===== config.mk =====
export PLATFORM = sky130hd
export DESIGN_NAME = lane_rr_arbiter
export DESIGN_NICKNAME = d
export VERILOG_FILES = /design/src/rtl/lane_rr_arbiter.sv
export SDC_FILE = /design/constraint.sdc
export NUM_CORES = 1
export LEC_CHECK = 0
export ABC_AREA = 1
export ABC_CLOCK_PERIOD_IN_PS = 4100
export CAP_MARGIN = 20
export CORE_ASPECT_RATIO = 1.25
export CORE_MARGIN = 2
export CORE_UTILIZATION = 60
export DETAILED_ROUTE_END_ITERATION = 12
export PLACE_DENSITY_LB_ADDON = 0.25
export SLEW_MARGIN = 20
export SYNTH_ARGS = -nofsm -noshare
export SYNTH_HDL_FRONTEND = slang
export SYNTH_SLANG_ARGS = --single-unit

===== constraint.sdc =====
create_clock -name clk -period 4.1 [get_ports clk]
set_input_delay 0.615 -clock clk [delete_from_list [all_inputs] [get_ports clk]]
set_output_delay 0.615 -clock clk [all_outputs]
set_load 0.02 [all_outputs]

===== src/rtl/lane_rr_arbiter.sv =====
// Round-robin arbiter sharing one registered output lane between NREQ requesters.
// An owner keeps the lane until it drops its request, or until it has held the lane
// for MAX_BURST consecutive cycles while someone else is waiting.
module lane_rr_arbiter #(
  parameter int unsigned NREQ      = 4,
  parameter int unsigned DATA_W    = 1,
  parameter int unsigned MAX_BURST = 4
) (
  input  logic                   clk,
  input  logic                   rst_n,
  input  logic [NREQ-1:0]        req,
  input  logic [NREQ*DATA_W-1:0] data,
  output logic [NREQ-1:0]        gnt,
  output logic [2:0]             owner,
  output logic                   out_valid,
  output logic [DATA_W-1:0]      out_data
);

  typedef enum logic [0:0] {StIdle, StOwn} state_e;

  state_e            state_q, state_d;
  logic [2:0]        ptr_q, ptr_d;
  logic [2:0]        owner_q, owner_d;
  logic [3:0]        burst_q, burst_d;
  logic [NREQ-1:0]   gnt_q, gnt_d;
  logic              valid_q, valid_d;
  logic [DATA_W-1:0] data_q, data_d;

  logic              own_req;
  logic [DATA_W-1:0] own_data;
  logic [NREQ-1:0]   others;
  logic [2:0]        nxt;

  // First set bit of r, scanning circularly upward from index start.
  function automatic logic [2:0] scan_from(input logic [NREQ-1:0] r, input logic [2:0] start);
    logic [2*NREQ-1:0] rot;
    logic [3:0]        sum;
    logic [2:0]        pick;
    rot  = {r, r} >> start;
    pick = '0;
    sum  = '0;
    // Descending loop so the smallest offset is the last (winning) assignment.
    for (int i = NREQ - 1; i >= 0; i--) begin
      if (rot[i]) begin
        sum = {1'b0, start} + 4'(i);
        if (sum >= 4'(NREQ)) sum = sum - 4'(NREQ);
        pick = sum[2:0];
      end
    end
    return pick;
  endfunction

  function automatic logic [NREQ-1:0] onehot(input logic [2:0] k);
    logic [NREQ-1:0] oh;
    oh = '0;
    for (int i = 0; i < NREQ; i++) begin
      if (k == 3'(i)) oh[i] = 1'b1;
    end
    return oh;
  endfunction

  // Request level and data word of the current owner; other requesters' data is ignored.
  always_comb begin
    own_req  = 1'b0;
    own_data = '0;
    for (int i = 0; i < NREQ; i++) begin
      if (owner_q == 3'(i)) begin
        own_req  = req[i];
        own_data = data[i*DATA_W +: DATA_W];
      end
    end
  end

  assign others = req & ~gnt_q;
  assign nxt    = (owner_q == 3'(NREQ - 1)) ? 3'd0 : owner_q + 3'd1;

  // Arbitration next-state and shared lane transfer.
  always_comb begin
    state_d = state_q;
    ptr_d   = ptr_q;
    owner_d = owner_q;
    burst_d = burst_q;
    gnt_d   = gnt_q;
    valid_d = 1'b0;
    data_d  = data_q;
    unique case (state_q)
      StIdle: begin
        if (|req) begin
          owner_d = scan_from(req, ptr_q);
          gnt_d   = onehot(owner_d);
          burst_d = 4'd1;
          state_d = StOwn;
        end else begin
          gnt_d = '0;
        end
      end
      StOwn: begin
        if (!own_req) begin
          // Release: hand over on the same edge, no transfer for the old owner.
          ptr_d = nxt;
          if (|others) begin
            owner_d = scan_from(others, nxt);
            gnt_d   = onehot(owner_d);
            burst_d = 4'd1;
          end else begin
            gnt_d   = '0;
            state_d = StIdle;
          end
        end else begin
          valid_d = 1'b1;
          data_d  = own_data;
          if (burst_q == 4'(MAX_BURST) && |others) begin
            owner_d = scan_from(others, nxt);
            gnt_d   = onehot(owner_d);
            ptr_d   = nxt;
            burst_d = 4'd1;
          end else if (burst_q < 4'(MAX_BURST)) begin
            burst_d = burst_q + 4'd1;
          end
        end
      end
      default: begin
        state_d = StIdle;
        gnt_d   = '0;
      end
    endcase
  end

  // State and output registers; reset clears any transfer in flight.
  always_ff @(posedge clk or negedge rst_n) begin
    if (!rst_n) begin
      state_q <= StIdle;
      ptr_q   <= '0;
      owner_q <= '0;
      burst_q <= '0;
      gnt_q   <= '0;
      valid_q <= 1'b0;
      data_q  <= '0;
    end else begin
      state_q <= state_d;
      ptr_q   <= ptr_d;
      owner_q <= owner_d;
      burst_q <= burst_d;
      gnt_q   <= gnt_d;
      valid_q <= valid_d;
      data_q  <= data_d;
    end
  end

  assign gnt       = gnt_q;
  assign owner     = owner_q;
  assign out_valid = valid_q;
  assign out_data  = data_q;

endmodule

# Yosys cells after proc, flatten, opt, wreduce, memory -nomap -nowiden
# Index checks and enable logic that the tools add are counted.
word_totals:
  out_inout_bits: 9
  inputBits: 10
  elab_cells: 135
  ff_bits: 17
op_classes:
  reduce_logical: 11
  n_addsub: 16
  eq_ne: 18
  shifts: 2
  bitwise_logic: 3
  n_lt_le_gt_ge: 9
  n_mux: 69
ops:
  columns: ["operator", "n"]
  rows:
  - ["2-to-1 mux 3 bit", 31]
  - ["2-to-1 mux 4 bit", 9]
  - ["2-to-1 mux 1 bit", 25]
  - ["equality test 3 x 2 -> 1 bit, second input constant", 8]
  - ["greater-or-equal comparator 4 x 3 -> 1 bit, second input constant", 6]
  - ["subtractor 3 bit, second input constant", 8]
  - ["adder 3 x 2 -> 4 bit, second input constant", 4]
  - ["case mux 4 bit (2 select lines)", 2]
  - [">> shifter 8 x 3 -> 4 bit", 2]
  - ["equality test 3 x 1 -> 1 bit, second input constant", 4]
  - ["zero test 3 bit", 4]
  - ["adder 3 x 1 -> 4 bit, second input constant", 2]
  - ["OR reduction 4 bit", 2]
  - ["greater-or-equal comparator 3 bit, second input constant", 2]
  - ["case mux 3 bit (2 select lines)", 1]
  - ["AND reduction 3 bit", 2]
  - ["adder 4 x 1 -> 4 bit, second input constant", 1]
  - ["bitwise AND 4 bit", 1]
  - ["equality test 4 x 3 -> 1 bit, second input constant", 1]
  - ["< comparator 4 x 3 -> 1 bit, second input constant", 1]
  - ["!= test 4 x 2 -> 1 bit, second input constant", 1]
  - ["NOT 4 bit", 1]
  - ["AND reduction 2 bit", 2]
  - ["adder 3 x 1 -> 3 bit, second input constant", 1]
  - ["7 further kinds", 7]

# Depth between registers and ports, before layout
# Gate-level depths: netlist of the first run.
depth:
  ltp_word: 17
  mapped_depth: 16
  depth_no_buf: 16

# Worst setup path after synthesis of the first run
# No wires, ideal clock.
synth_timing:
  path_kind: "register to register"
  startpoint: "register owner_q[0], in the netlist owner[0]"
  endpoint: "register gnt_q[3], in the netlist gnt[3]"
  setup_ps: 71
  synth_period_minus_slack_ps: 2288
  required_ps: 4029
  path_slack_ps: 1812
  t_arrival_ps: 2217
  path_buffers: 0
  path_stages_with_launch: 17
  path_cell_list: "dfrtp_1 -> inv_2 -> ha_1 -> nand2_4 -> inv_2 -> ha_1 -> xnor2_1 -> inv_1 -> nand2_1 -> nand2_1 -> nand3_1 -> nand2_1 -> inv_1 -> nand3_2 -> nor2_1 -> nor2_1 -> nor2_1"
synth_via:
  elab_chain_cells: 17
  elab_cells_between_ends: 45
  classes_between: "add/sub (8); order compare (4); eq/ne (6); shift (1); mux (25); reduce/logical (1)"
synth_lines:
  columns: ["item", "line_no", "text"]
  rows:
  - ["from (decl)", "23", "logic [2:0] owner_q, owner_d;"]
  - ["from (signal assigned)", "142", "owner_q <= owner_d;"]
  - ["adder 3 x 1 -> 3 bit or equality test 3 x 2 -> 1 bit (tied branches)", "75", "assign nxt = (owner_q == 3'(NREQ - 1)) ? 3'd0 : owner_q + 3'd1;"]
  - ["2-to-1 mux 3 bit (*)", "75", null]
  - ["named net nxt[1]", "32", "logic [2:0] nxt;"]
  - ["adder 3 x 2 -> 4 bit", "45", "sum = {1'b0, start} + 4'(i);"]
  - ["greater-or-equal comparator 4 x 3 -> 1 bit or subtractor 3 bit (tied branches)", "46", "if (sum >= 4'(NREQ)) sum = sum - 4'(NREQ);"]
  - ["2-to-1 mux 3 bit", "46", null]
  - ["2-to-1 mux 3 bit (3 in series)", "44", "if (rot[i]) begin"]
  - ["2-to-1 mux 3 bit (*)", "44", null]
  - ["2-to-1 mux 3 bit (on tied branches)", "101, 112", null]
  - ["2-to-1 mux 3 bit", "98", "if (!own_req) begin"]
  - ["2-to-1 mux 3 bit", "86", "unique case (state_q)"]
  - ["equality test 3 x 2 -> 1 bit", "57", "if (k == 3'(i)) oh[i] = 1'b1;"]
  - ["2-to-1 mux 1 bit", "57", null]
  - ["2-to-1 mux 4 bit (on tied branches)", "101, 112", null]
  - ["2-to-1 mux 4 bit (*)", "98", null]
  - ["case mux 4 bit (2 select lines) (*)", "86", null]
  - ["to (signal assigned)", "144", "gnt_q <= gnt_d;"]
  - ["to (decl)", "25", "logic [NREQ-1:0] gnt_q, gnt_d;"]
# The timed path passes the listed nets; every way through them passes the cells marked *. The select of a mux whose other input is x is not followed.
# A chain may end at the register's enable or synchronous reset.

# Worst setup path after layout of the first run
layout_timing:
  startpoint: "register owner_q[0], in the netlist owner[0]"
  endpoint: "register gnt_q[1], in the netlist gnt[1]"
layout_via:
  elab_chain_cells: 17
  elab_cells_between_ends: 45
  classes_between: "add/sub (8); order compare (4); eq/ne (6); shift (1); mux (25); reduce/logical (1)"
layout_lines:
  columns: ["item", "line_no"]
  rows:
  - ["adder 3 x 1 -> 3 bit or equality test 3 x 2 -> 1 bit (tied branches)", "75"]
  - ["2-to-1 mux 3 bit (*)", "75"]
  - ["named net nxt[1]", "32"]
  - ["adder 3 x 2 -> 4 bit", "45"]
  - ["greater-or-equal comparator 4 x 3 -> 1 bit or subtractor 3 bit (tied branches)", "46"]
  - ["2-to-1 mux 3 bit", "46"]
  - ["2-to-1 mux 3 bit (3 in series)", "44"]
  - ["2-to-1 mux 3 bit (*)", "44"]
  - ["2-to-1 mux 3 bit (on tied branches)", "101, 112"]
  - ["2-to-1 mux 3 bit", "98"]
  - ["2-to-1 mux 3 bit", "86"]
  - ["equality test 3 x 1 -> 1 bit", "57"]
  - ["2-to-1 mux 1 bit", "57"]
  - ["2-to-1 mux 4 bit (on tied branches)", "101, 112"]
  - ["2-to-1 mux 4 bit (*)", "98"]
  - ["case mux 4 bit (2 select lines) (*)", "86"]
# Marked as above.

==> results.py, run 1 <==
metrics = {
    "placed_design": {
        "dpl.hpwl_mm": 3.049,
        "gp_congestion": 0.9470,
        "preCtsSetupSlack_ns": 1.609,
        "io_buffer_count": 18,
    },
    "sta": {
        "worst_slew_slack_as_a_fraction_of_its_limit_pct": 51.74,
        "setup_violations": 0,
        "max_slew.worst_pin.slew_ns": 0.7217,
        "timing.final.ws_setup_ns": 1.581,
        "grt_setup_unrepaired": "false",
        "maxClockFrequency_mhz": 397.0,
        "timing.setup.tns_ns": 0,
        "skew_ns": 0.006287,
        "timing.final.crit_share_pct": 61.43,
        "final_max_slew_viol_count": 0,
        "final.min_clock_period_ns": 2.519,
        "number_of_hold_violations_in_the_final_report": 0,
    },
    "route": {
        "route.detailed.vias_per_inst": 5.218,
        "routed_wire_length_per_instance_um": 11.84,
        "drtPass1Iterations": 5,
        "postRouteAntennaNets": 0,
        "vias": 1628,
        "post-route-drc-count": 0,
        "number_of_drc_markers_in_iteration_0": 49,
        "wl_mm": 3.694,
    },
    "synth": {
        "netlist_area_um2": 1612,
        "synth_area_leaders": "sky130_fd_sc_hd__dfrtp_1 26%, sky130_fd_sc_hd__nand2_1 19%, sky130_fd_sc_hd__inv_1 8.6%",
        "compound_gate_portion_of_the_synthesized_area_pct": 9.627,
        "synth.yosys.warnings": 0,
        "unique_masters_post_synth": 28,
        "ys_seq_area_share_pct": 26.40,
        "post_synth.cell_area_avg_um2": 6.246,
        "yosys.area_share.xor_xnor_pct": 0.5435,
        "synth_top_family_by_area": "simple AND/OR/NAND/NOR gates",
        "synthAdderAreaFrac_pct": 6.988,
        "share_of_flip_flops_with_an_asynchronous_set_or_reset_pct": 100.0,
        "dominantRegCellSynth": "sky130_fd_sc_hd__dfrtp_1",
        "synth_seq_cells": 17,
        "synth_largest_type_area_fraction_pct": 26.40,
        "synthesis.nets": 277,
        "post_synth_edffs": 0,
        "synthCells": 258,
        "synth.area.mux_share_pct": 0,
        "netlist.top_cell.by_area": "sky130_fd_sc_hd__dfrtp_1",
        "post_synth_and_or_nand_nor_area_fraction_pct": 45.19,
    },
    "layout": {
        "area_delta_synth_final_pct": 14.75,
        "layout-drive-gt1-share_pct": 9.712,
        "top_library_cells_by_usage_in_the_layout_fill_and_taps_aside": "80 x sky130_fd_sc_hd__nand2_1, 37 x sky130_fd_sc_hd__inv_1, 30 x sky130_fd_sc_hd__nor2_1",
        "antenna-diode-count": 0,
        "layout.core_utilization_pct": 70.38,
        "register_area_um2": 425.4,
        "num-nets-final": 298,
        "multi_input_area_um2": 1005,
        "mostFrequentLayoutCell": "sky130_fd_sc_hd__nand2_1",
        "num-fill-cells": 243,
    },
    "global_routing": {
        "grt_usage_pct": 26.54,
        "grt_first_pass_wirelength_mm": 6.389,
        "antenna_violations_before_repair": 0,
        "pin_count_of_the_biggest_net_entering_global_routing": 18,
        "total_congestion_overflow": 0,
        "vias_in_the_first_global_route": 1445,
    },
    "worst_setup_path": {
        "arrival_ns": 2.73,
        "worstSetupStartpointType": "flop",
        "critPathCaptureType": "flop",
        "worstPathMaxFanout": 10,
        "timing.setup.critical_path_class": "reg2reg",
        "cp_data_required_time_ns": 4.32,
    },
    "hold_path": {
        "min_delay_worst_type": "reg2reg",
    },
    "clock_tree": {
        "cts.repair_timing.setup_buffer_count": 0,
        "path_clk_slew_ns": 0.09,
        "clk_latency_ns": 0.28,
        "holdBufCountCts": 0,
        "clock-sinks": 17,
        "cts_buffer_depth": 2,
        "cts_buffers": 3,
        "clock_tree.root_cell": "sky130_fd_sc_hd__clkbuf_4",
        "cts-htree-levels": 1,
        "post_cts_gate_resize_count": 0,
        "cts_tree": "yes",
    },
    "die": {
        "die_width_um": 50.36,
        "die-area_um2": 3119,
        "ios": 19,
        "rows": 21,
        "initial_utilization_pct": 61.33,
        "core_footprint_um2": 2628,
        "die_h_um": 61.95,
    },
    "job": {
        "max_cap_violations": 0,
    },
    "status": {
        "outcome": "finished, final reports clean",
    },
}
-- kinds of logic after synthesis --
| family | after synthesis |
|---|---|
| fa+ha+maj | 9 |
| xor+xnor | 1 |
| buf+inv | 47 |
| compound gates | 28 |
| simple gates | 156 |
| flops | 17 |
-- layer usage --
layer | vias up | part of all wire (%) | track usage, %
li1 | 853 | - | -
met1 | 707 | 45 | 33.94
met2 | 62 | 49 | 48.68
met3 | 6 | 5.5 | 2.392
met4 | 0 | 1.0 | 7.336
met5 | - | 0 | 0
-- registers in the layout, summed over array words and instances, names as in the netlist --
| register | flops |
|---|---|
| burst_q | 4 |
| gnt | 4 |
| out_data | 1 |
| out_valid | 1 |
| owner | 3 |
| ptr_q | 3 |
| state_q | 1 |
-- worst paths after layout --
kind / startpoint / to / slack (ns) / depth (start not counted)
worst max-delay path: owner[0]$_DFFE_PN0P_ / gnt[1]$_DFFE_PN0P_ / 1.58 / 16
worst min-delay path: out_data$_DFFE_PN0P_ / out_data$_DFFE_PN0P_ / 0.50 / 1
worst max register to register: owner[0]$_DFFE_PN0P_ / gnt[1]$_DFFE_PN0P_ / 1.58 / 16
worst min register to register: out_data$_DFFE_PN0P_ / out_data$_DFFE_PN0P_ / 0.50 / 1
max in group asynchronous: rst_n / state_q$_DFF_PN0_ / 2.88 / 1
min in group asynchronous: rst_n / gnt[1]$_DFFE_PN0P_ / 0.76 / 1
-- synthesized netlist by cell type, types with 4 or more instances --
library cell / instances
sky130_fd_sc_hd__o21ai_1: 4
sky130_fd_sc_hd__a21oi_1: 4
sky130_fd_sc_hd__inv_1: 37
sky130_fd_sc_hd__nand3_1: 24
sky130_fd_sc_hd__dfrtp_1: 17
sky130_fd_sc_hd__nand2_1: 80
sky130_fd_sc_hd__o21ai_0: 14
sky130_fd_sc_hd__ha_1: 9
sky130_fd_sc_hd__nand3_2: 6
sky130_fd_sc_hd__nand2_2: 5
sky130_fd_sc_hd__inv_2: 7
sky130_fd_sc_hd__nand4_1: 4
sky130_fd_sc_hd__nor2_1: 30
-- metrics by stage --
stage | instance area [µm²] | hold WS [ns] | instances
global route | 1849 | 0.5089 | 312
global placement | 1822 | 0.4822 | 308
finish | 1849 | 0.4960 | 312
detailed placement | 1822 | 0.4794 | 308
floorplan | 1612 | 0.3194 | 258
CTS | 1849 | 0.5005 | 312
-- area by class of cell --
class,instances,share of cell area (%)
repair buffers,18,9.743
flip-flops and latches,17,23.00
inverters,45,9.134
well taps,34,2.300
multi-input cells,194,54.33
clock inverters,1,0.2706
clock buffers,3,1.218
-- critical path: stages, from the launching register on --
cell	delay, ns
sky130_fd_sc_hd__dfrtp_1	0.46
sky130_fd_sc_hd__inv_2	0.24
sky130_fd_sc_hd__ha_1	0.33
sky130_fd_sc_hd__nand2_4	0.18
sky130_fd_sc_hd__inv_2	0.06
sky130_fd_sc_hd__ha_1	0.20
sky130_fd_sc_hd__xnor2_1	0.19
sky130_fd_sc_hd__inv_1	0.06
sky130_fd_sc_hd__nand2_1	0.05
sky130_fd_sc_hd__nand2_1	0.05
sky130_fd_sc_hd__nand3_1	0.12
sky130_fd_sc_hd__nand2_1	0.09
sky130_fd_sc_hd__inv_1	0.09
sky130_fd_sc_hd__nand3_2	0.08
sky130_fd_sc_hd__nor2_1	0.11
sky130_fd_sc_hd__nor2_1	0.06
sky130_fd_sc_hd__nor2_1	0.08
Power of run 1 is left out: the tool's default activity adds up to more than one toggle a clock period on the data nets, which glitch-free logic cannot reach.
==> run 2, diff against run 1 <==
ABC_CLOCK_PERIOD_IN_PS = 2300   (was 4100)
CORE_UTILIZATION = 51   (was 60)
clock period = 2.3 ns   (was 4.1 ns; I/O delays follow)
==> results.py, run 2 (synthesis gave the netlist of run 1 again) <==
metrics = {
    "status": {
        "outcome": "finished, final reports clean",
    },
    "sta": {
        "worst_slew_slack_as_a_fraction_of_its_limit_pct": 50.72,
        "maxClockFrequency_mhz": 469.1,
        "skew_ns": 0.006381,
        "final.min_clock_period_ns": 2.132,
        "setup_violations": 0,
        "timing.setup.tns_ns": 0,
        "final_max_slew_viol_count": 0,
        "grt_setup_unrepaired": "false",
        "timing.final.crit_share_pct": 92.68,
        "max_slew.worst_pin.slew_ns": 0.7370,
        "number_of_hold_violations_in_the_final_report": 0,
    },
    "layout": {
        "multi_input_area_um2": 1045,
        "area_delta_synth_final_pct": 22.59,
        "num-nets-final": 309,
        "mostFrequentLayoutCell": "sky130_fd_sc_hd__nand2_1",
        "register_area_um2": 427.9,
        "layout-drive-gt1-share_pct": 16.26,
        "antenna-diode-count": 0,
        "top_library_cells_by_usage_in_the_layout_fill_and_taps_aside": "80 x sky130_fd_sc_hd__nand2_1, 35 x sky130_fd_sc_hd__inv_1, 28 x sky130_fd_sc_hd__nor2_1",
        "num-fill-cells": 277,
        "layout.core_utilization_pct": 66.46,
    },
    "die": {
        "die_width_um": 54.28,
        "rows": 22,
        "die-area_um2": 3629,
        "initial_utilization_pct": 54.21,
        "die_h_um": 66.85,
        "core_footprint_um2": 2973,
        "ios": 19,
    },
    "worst_setup_path": {
        "timing.setup.critical_path_class": "reg2reg",
        "rrSetupSlack_ns": 0.17,
        "critical_path.reg2reg.startpoint": "owner[0]$_DFFE_PN0P_",
        "r2r-end": "burst_q[1]$_DFFE_PN0P_",
        "arrival_ns": 2.30,
        "cp_data_required_time_ns": 2.47,
        "ff2ff_path_depth": 13,
        "worstPathMaxFanout": 9,
        "worstSetupStartpointType": "flop",
        "critPathCaptureType": "flop",
    },
    "hold_path": {
        "min_delay_worst_type": "in2async",
    },
    "global_routing": {
        "grt_first_pass_wirelength_mm": 6.492,
        "antenna_violations_before_repair": 0,
        "pin_count_of_the_biggest_net_entering_global_routing": 18,
        "total_congestion_overflow": 0,
        "vias_in_the_first_global_route": 1511,
        "grt_usage_pct": 24.34,
    },
    "job": {
        "max_cap_violations": 0,
    },
    "clock_tree": {
        "clock_tree.root_cell": "sky130_fd_sc_hd__clkbuf_4",
        "path_clk_slew_ns": 0.09,
        "clk_latency_ns": 0.29,
        "clock-sinks": 17,
        "holdBufCountCts": 0,
        "cts_buffers": 3,
        "cts-htree-levels": 1,
        "cts_buffer_depth": 2,
        "cts_tree": "yes",
    },
    "placed_design": {
        "gp_congestion": 0.9059,
        "io_buffer_count": 18,
        "dpl.hpwl_mm": 3.080,
    },
    "route": {
        "drtPass1Iterations": 4,
        "vias": 1648,
        "route.detailed.vias_per_inst": 5.071,
        "postRouteAntennaNets": 0,
        "post-route-drc-count": 0,
        "routed_wire_length_per_instance_um": 12.16,
        "wl_mm": 3.953,
        "number_of_drc_markers_in_iteration_0": 101,
    },
}
## run 2: layer usage
metal  global-route usage [%]  up-vias  share of wire (%)
met1                    31.41      728                 45
li1                         -      872                  -
met3                    2.915        9                4.1
met2                    42.17       39                 49
met5                        0        -                  0
met4                    5.625        0                1.3
## run 2: worst max-delay path, cell delays in order, from the launching register on
cell                      delay, ns
sky130_fd_sc_hd__dfrtp_2       0.46
sky130_fd_sc_hd__inv_2         0.09
sky130_fd_sc_hd__buf_4         0.20
sky130_fd_sc_hd__ha_1          0.17
sky130_fd_sc_hd__nand2_1       0.10
sky130_fd_sc_hd__o21ai_1       0.13
sky130_fd_sc_hd__inv_1         0.05
sky130_fd_sc_hd__nand2_1       0.09
sky130_fd_sc_hd__nand3_1       0.11
sky130_fd_sc_hd__nor2_2        0.13
sky130_fd_sc_hd__inv_2         0.08
sky130_fd_sc_hd__buf_4         0.14
sky130_fd_sc_hd__o21ai_2       0.16
sky130_fd_sc_hd__o21ai_0       0.10
## run 2: repair_timing
action                     4_1_cts  5_1_grt
setup endpoints to repair        3        6
gates resized for setup          2        9
pin swaps                        0        2
setup buffers                    0        5
## run 2: layout make-up
class                   instances  area share, %
well taps                      36          2.280
clock buffers                   4          1.330
multi-input cells             194          52.88
repair buffers                 29          13.30
flip-flops and latches         17          21.66
inverters                      45          8.550
## run 2: how the worst max path moves through the flow
| stage | from | endpoint | slack (ns) | depth (start not counted) |
|---|---|---|---|---|
| after floorplan | owner[0]$_DFFE_PN0P_ | gnt[3]$_DFFE_PN0P_ | 0.01 | 16 |
| after global placement | owner[1]$_DFFE_PN0P_ | gnt[3]$_DFFE_PN0P_ | 0.003 | 16 |
| after detailed placement | owner[1]$_DFFE_PN0P_ | gnt[3]$_DFFE_PN0P_ | -0.02 | 16 |
| after CTS | owner[0]$_DFFE_PN0P_ | gnt[3]$_DFFE_PN0P_ | 0.03 | 16 |
| after global routing | owner[1]$_DFFE_PN0P_ | gnt[2]$_DFFE_PN0P_ | 0.006 | 16 |
| final | owner[0]$_DFFE_PN0P_ | burst_q[1]$_DFFE_PN0P_ | 0.17 | 13 |
## run 2: stage by stage
| stage | setup slack [ns] | hold WS, ns | cell area (µm²) | std cells |
|---|---|---|---|---|
| floorplan | 0.01151 | 0.04941 | 1612 | 258 |
| global placement | 0.003430 | 0.4805 | 1869 | 316 |
| detailed placement | -0.01983 | 0.4820 | 1869 | 316 |
| CTS | 0.02837 | 0.5046 | 1899 | 320 |
| global route | 0.006066 | 0.5216 | 1976 | 325 |
| finish | 0.1684 | 0.4831 | 1976 | 325 |
Power of run 2 is left out for the same reason.
==> run 3, diff against run 2 <==
CORE_ASPECT_RATIO = 1.75   (was 1.25)
TNS_END_PERCENT = 20   (was default)
==> results.py, run 3 (synthesis gave the netlist of run 1 again) <==
metrics = {
    "worst_setup_path": {
        "critPathCaptureType": "flop",
        "slowest_stage": "sky130_fd_sc_hd__dfrtp_2",
        "crit_path_frequent_cell": "sky130_fd_sc_hd__nand2_1",
        "cp.depth": 14,
        "cp_data_required_time_ns": 2.43,
        "worstSetupStartpointType": "flop",
        "ff2ff_path_depth": 14,
        "cp.buffers_inverters": 5,
        "arrival_ns": 2.31,
        "max_stage_delay_ns": 0.44,
        "cpLargestDelayFamily": "simple AND/OR/NAND/NOR gates",
        "worstPathMaxFanout": 10,
        "crit_chain": "inv_2, buf_6, ha_1, nand2_1, o21ai_1, inv_1, nand2_1, nand3_1, nor2_2, inv_2, nand2_2, inv_1, nand2_1, o21ai_1",
        "timing.setup.critical_path_class": "reg2reg",
    },
    "sta": {
        "max_slew.worst_pin.slew_ns": 0.3847,
        "skew_ns": 0.006162,
        "number_of_hold_violations_in_the_final_report": 0,
        "final_max_slew_viol_count": 0,
        "worst_slew_slack_as_a_fraction_of_its_limit_pct": 74.12,
        "maxClockFrequency_mhz": 458.2,
        "final.min_clock_period_ns": 2.182,
        "timing.final.ws_setup_ns": 0.1175,
        "grt_setup_unrepaired": "true",
        "setup_violations": 0,
        "timing.final.crit_share_pct": 94.89,
    },
    "layout": {
        "register_area_um2": 427.9,
        "antenna-diode-count": 0,
        "area_delta_synth_final_pct": 23.45,
        "num-nets-final": 307,
        "multi_input_area_um2": 1042,
        "layout.core_utilization_pct": 64.71,
        "layout-drive-gt1-share_pct": 14.98,
        "top_library_cells_by_usage_in_the_layout_fill_and_taps_aside": "79 x sky130_fd_sc_hd__nand2_1, 36 x sky130_fd_sc_hd__inv_1, 29 x sky130_fd_sc_hd__nor2_1",
        "final_design_area_no_fill_um2": 1989,
        "num-fill-cells": 299,
        "mostFrequentLayoutCell": "sky130_fd_sc_hd__nand2_1",
    },
    "route": {
        "postRouteAntennaNets": 0,
        "post-route-drc-count": 0,
        "routed_wire_length_per_instance_um": 12.23,
        "vias": 1682,
        "route.detailed.vias_per_inst": 5.097,
        "wl_mm": 4.036,
        "drtPass1Iterations": 4,
        "number_of_drc_markers_in_iteration_0": 31,
    },
    "clock_tree": {
        "cts_tree": "yes",
        "cts_buffer_depth": 2,
        "clk_latency_ns": 0.25,
        "path_clk_slew_ns": 0.07,
        "cts-htree-levels": 1,
        "clock_tree.root_cell": "sky130_fd_sc_hd__clkbuf_8",
        "holdBufCountCts": 0,
        "cts_buffers": 3,
        "clock-sinks": 17,
    },
    "die": {
        "die-area_um2": 3643,
        "rows": 27,
        "ios": 19,
        "die_h_um": 78.36,
        "core_footprint_um2": 3074,
        "initial_utilization_pct": 52.42,
        "die_width_um": 46.49,
    },
    "global_routing": {
        "grt_usage_pct": 25.13,
        "vias_in_the_first_global_route": 1631,
        "total_congestion_overflow": 0,
        "grt_first_pass_wirelength_mm": 6.920,
        "antenna_violations_before_repair": 0,
        "pin_count_of_the_biggest_net_entering_global_routing": 18,
    },
    "job": {
        "max_cap_violations": 0,
    },
    "placed_design": {
        "gp_congestion": 0.9323,
        "preCtsSetupSlack_ns": -0.08948,
        "io_buffer_count": 18,
        "placed_area_um2": 1871,
        "dpl.hpwl_mm": 3.231,
    },
    "hold_path": {
        "min_delay_worst_type": "in2async",
    },
    "status": {
        "outcome": "finished, final reports clean",
    },
}
[run 3: cell type report]
type / count / share of cell area (%)
sequential: 17 / 21.51
timing repair buffer: 27 / 12.64
tap: 43 / 2.704
clock buffer: 4 / 2.264
inverter: 45 / 8.491
multi-input combinational: 194 / 52.39
[run 3: timing repair]
item,4_1_cts,5_1_grt
resized for setup,3,7
setup endpoints to repair,4,8
buffers inserted,2,2
pin swaps,1,0
[run 3: worst register-to-register path: stages (launching register included)]
cell	delay [ns]
sky130_fd_sc_hd__dfrtp_2	0.44
sky130_fd_sc_hd__inv_2	0.10
sky130_fd_sc_hd__buf_6	0.17
sky130_fd_sc_hd__ha_1	0.15
sky130_fd_sc_hd__nand2_1	0.12
sky130_fd_sc_hd__o21ai_1	0.17
sky130_fd_sc_hd__inv_1	0.05
sky130_fd_sc_hd__nand2_1	0.10
sky130_fd_sc_hd__nand3_1	0.14
sky130_fd_sc_hd__nor2_2	0.15
sky130_fd_sc_hd__inv_2	0.11
sky130_fd_sc_hd__nand2_2	0.13
sky130_fd_sc_hd__inv_1	0.10
sky130_fd_sc_hd__nand2_1	0.07
sky130_fd_sc_hd__o21ai_1	0.07
[run 3: per-layer routing]
layer,global-route usage (%),wire length [µm],vias to the layer above
met1,28.68,1704,777
met3,1.149,75,10
li1,-,-,867
met4,6.571,70,0
met2,47.22,2184,28
met5,0,0,-
[run 3: final timing paths]
kind | slack, ns | from | endpoint
max in group asynchronous | 1.66 | rst_n | owner[0]$_DFFE_PN0P_
min | 0.43 | rst_n | owner[1]$_DFFE_PN0P_
min in group clk | 0.50 | burst_q[3]$_DFFE_PN0P_ | burst_q[3]$_DFFE_PN0P_
min reg2reg | 0.50 | burst_q[3]$_DFFE_PN0P_ | burst_q[3]$_DFFE_PN0P_
max | 0.12 | owner[0]$_DFFE_PN0P_ | owner[0]$_DFFE_PN0P_
max reg2reg | 0.12 | owner[0]$_DFFE_PN0P_ | owner[0]$_DFFE_PN0P_
[run 3: metrics by stage]
stage	TNS (ns)	std cells	hold slack [ns]
4_1_cts	0	328	0.4372
2_1_floorplan	0	258	0.04941
3_3_place_gp	-0.2589	322	0.4774
3_5_place_dp	-0.2728	322	0.4977
6_report	0	330	0.4262
5_1_grt	-0.008283	330	0.4689
Power of run 3 is left out for the same reason.
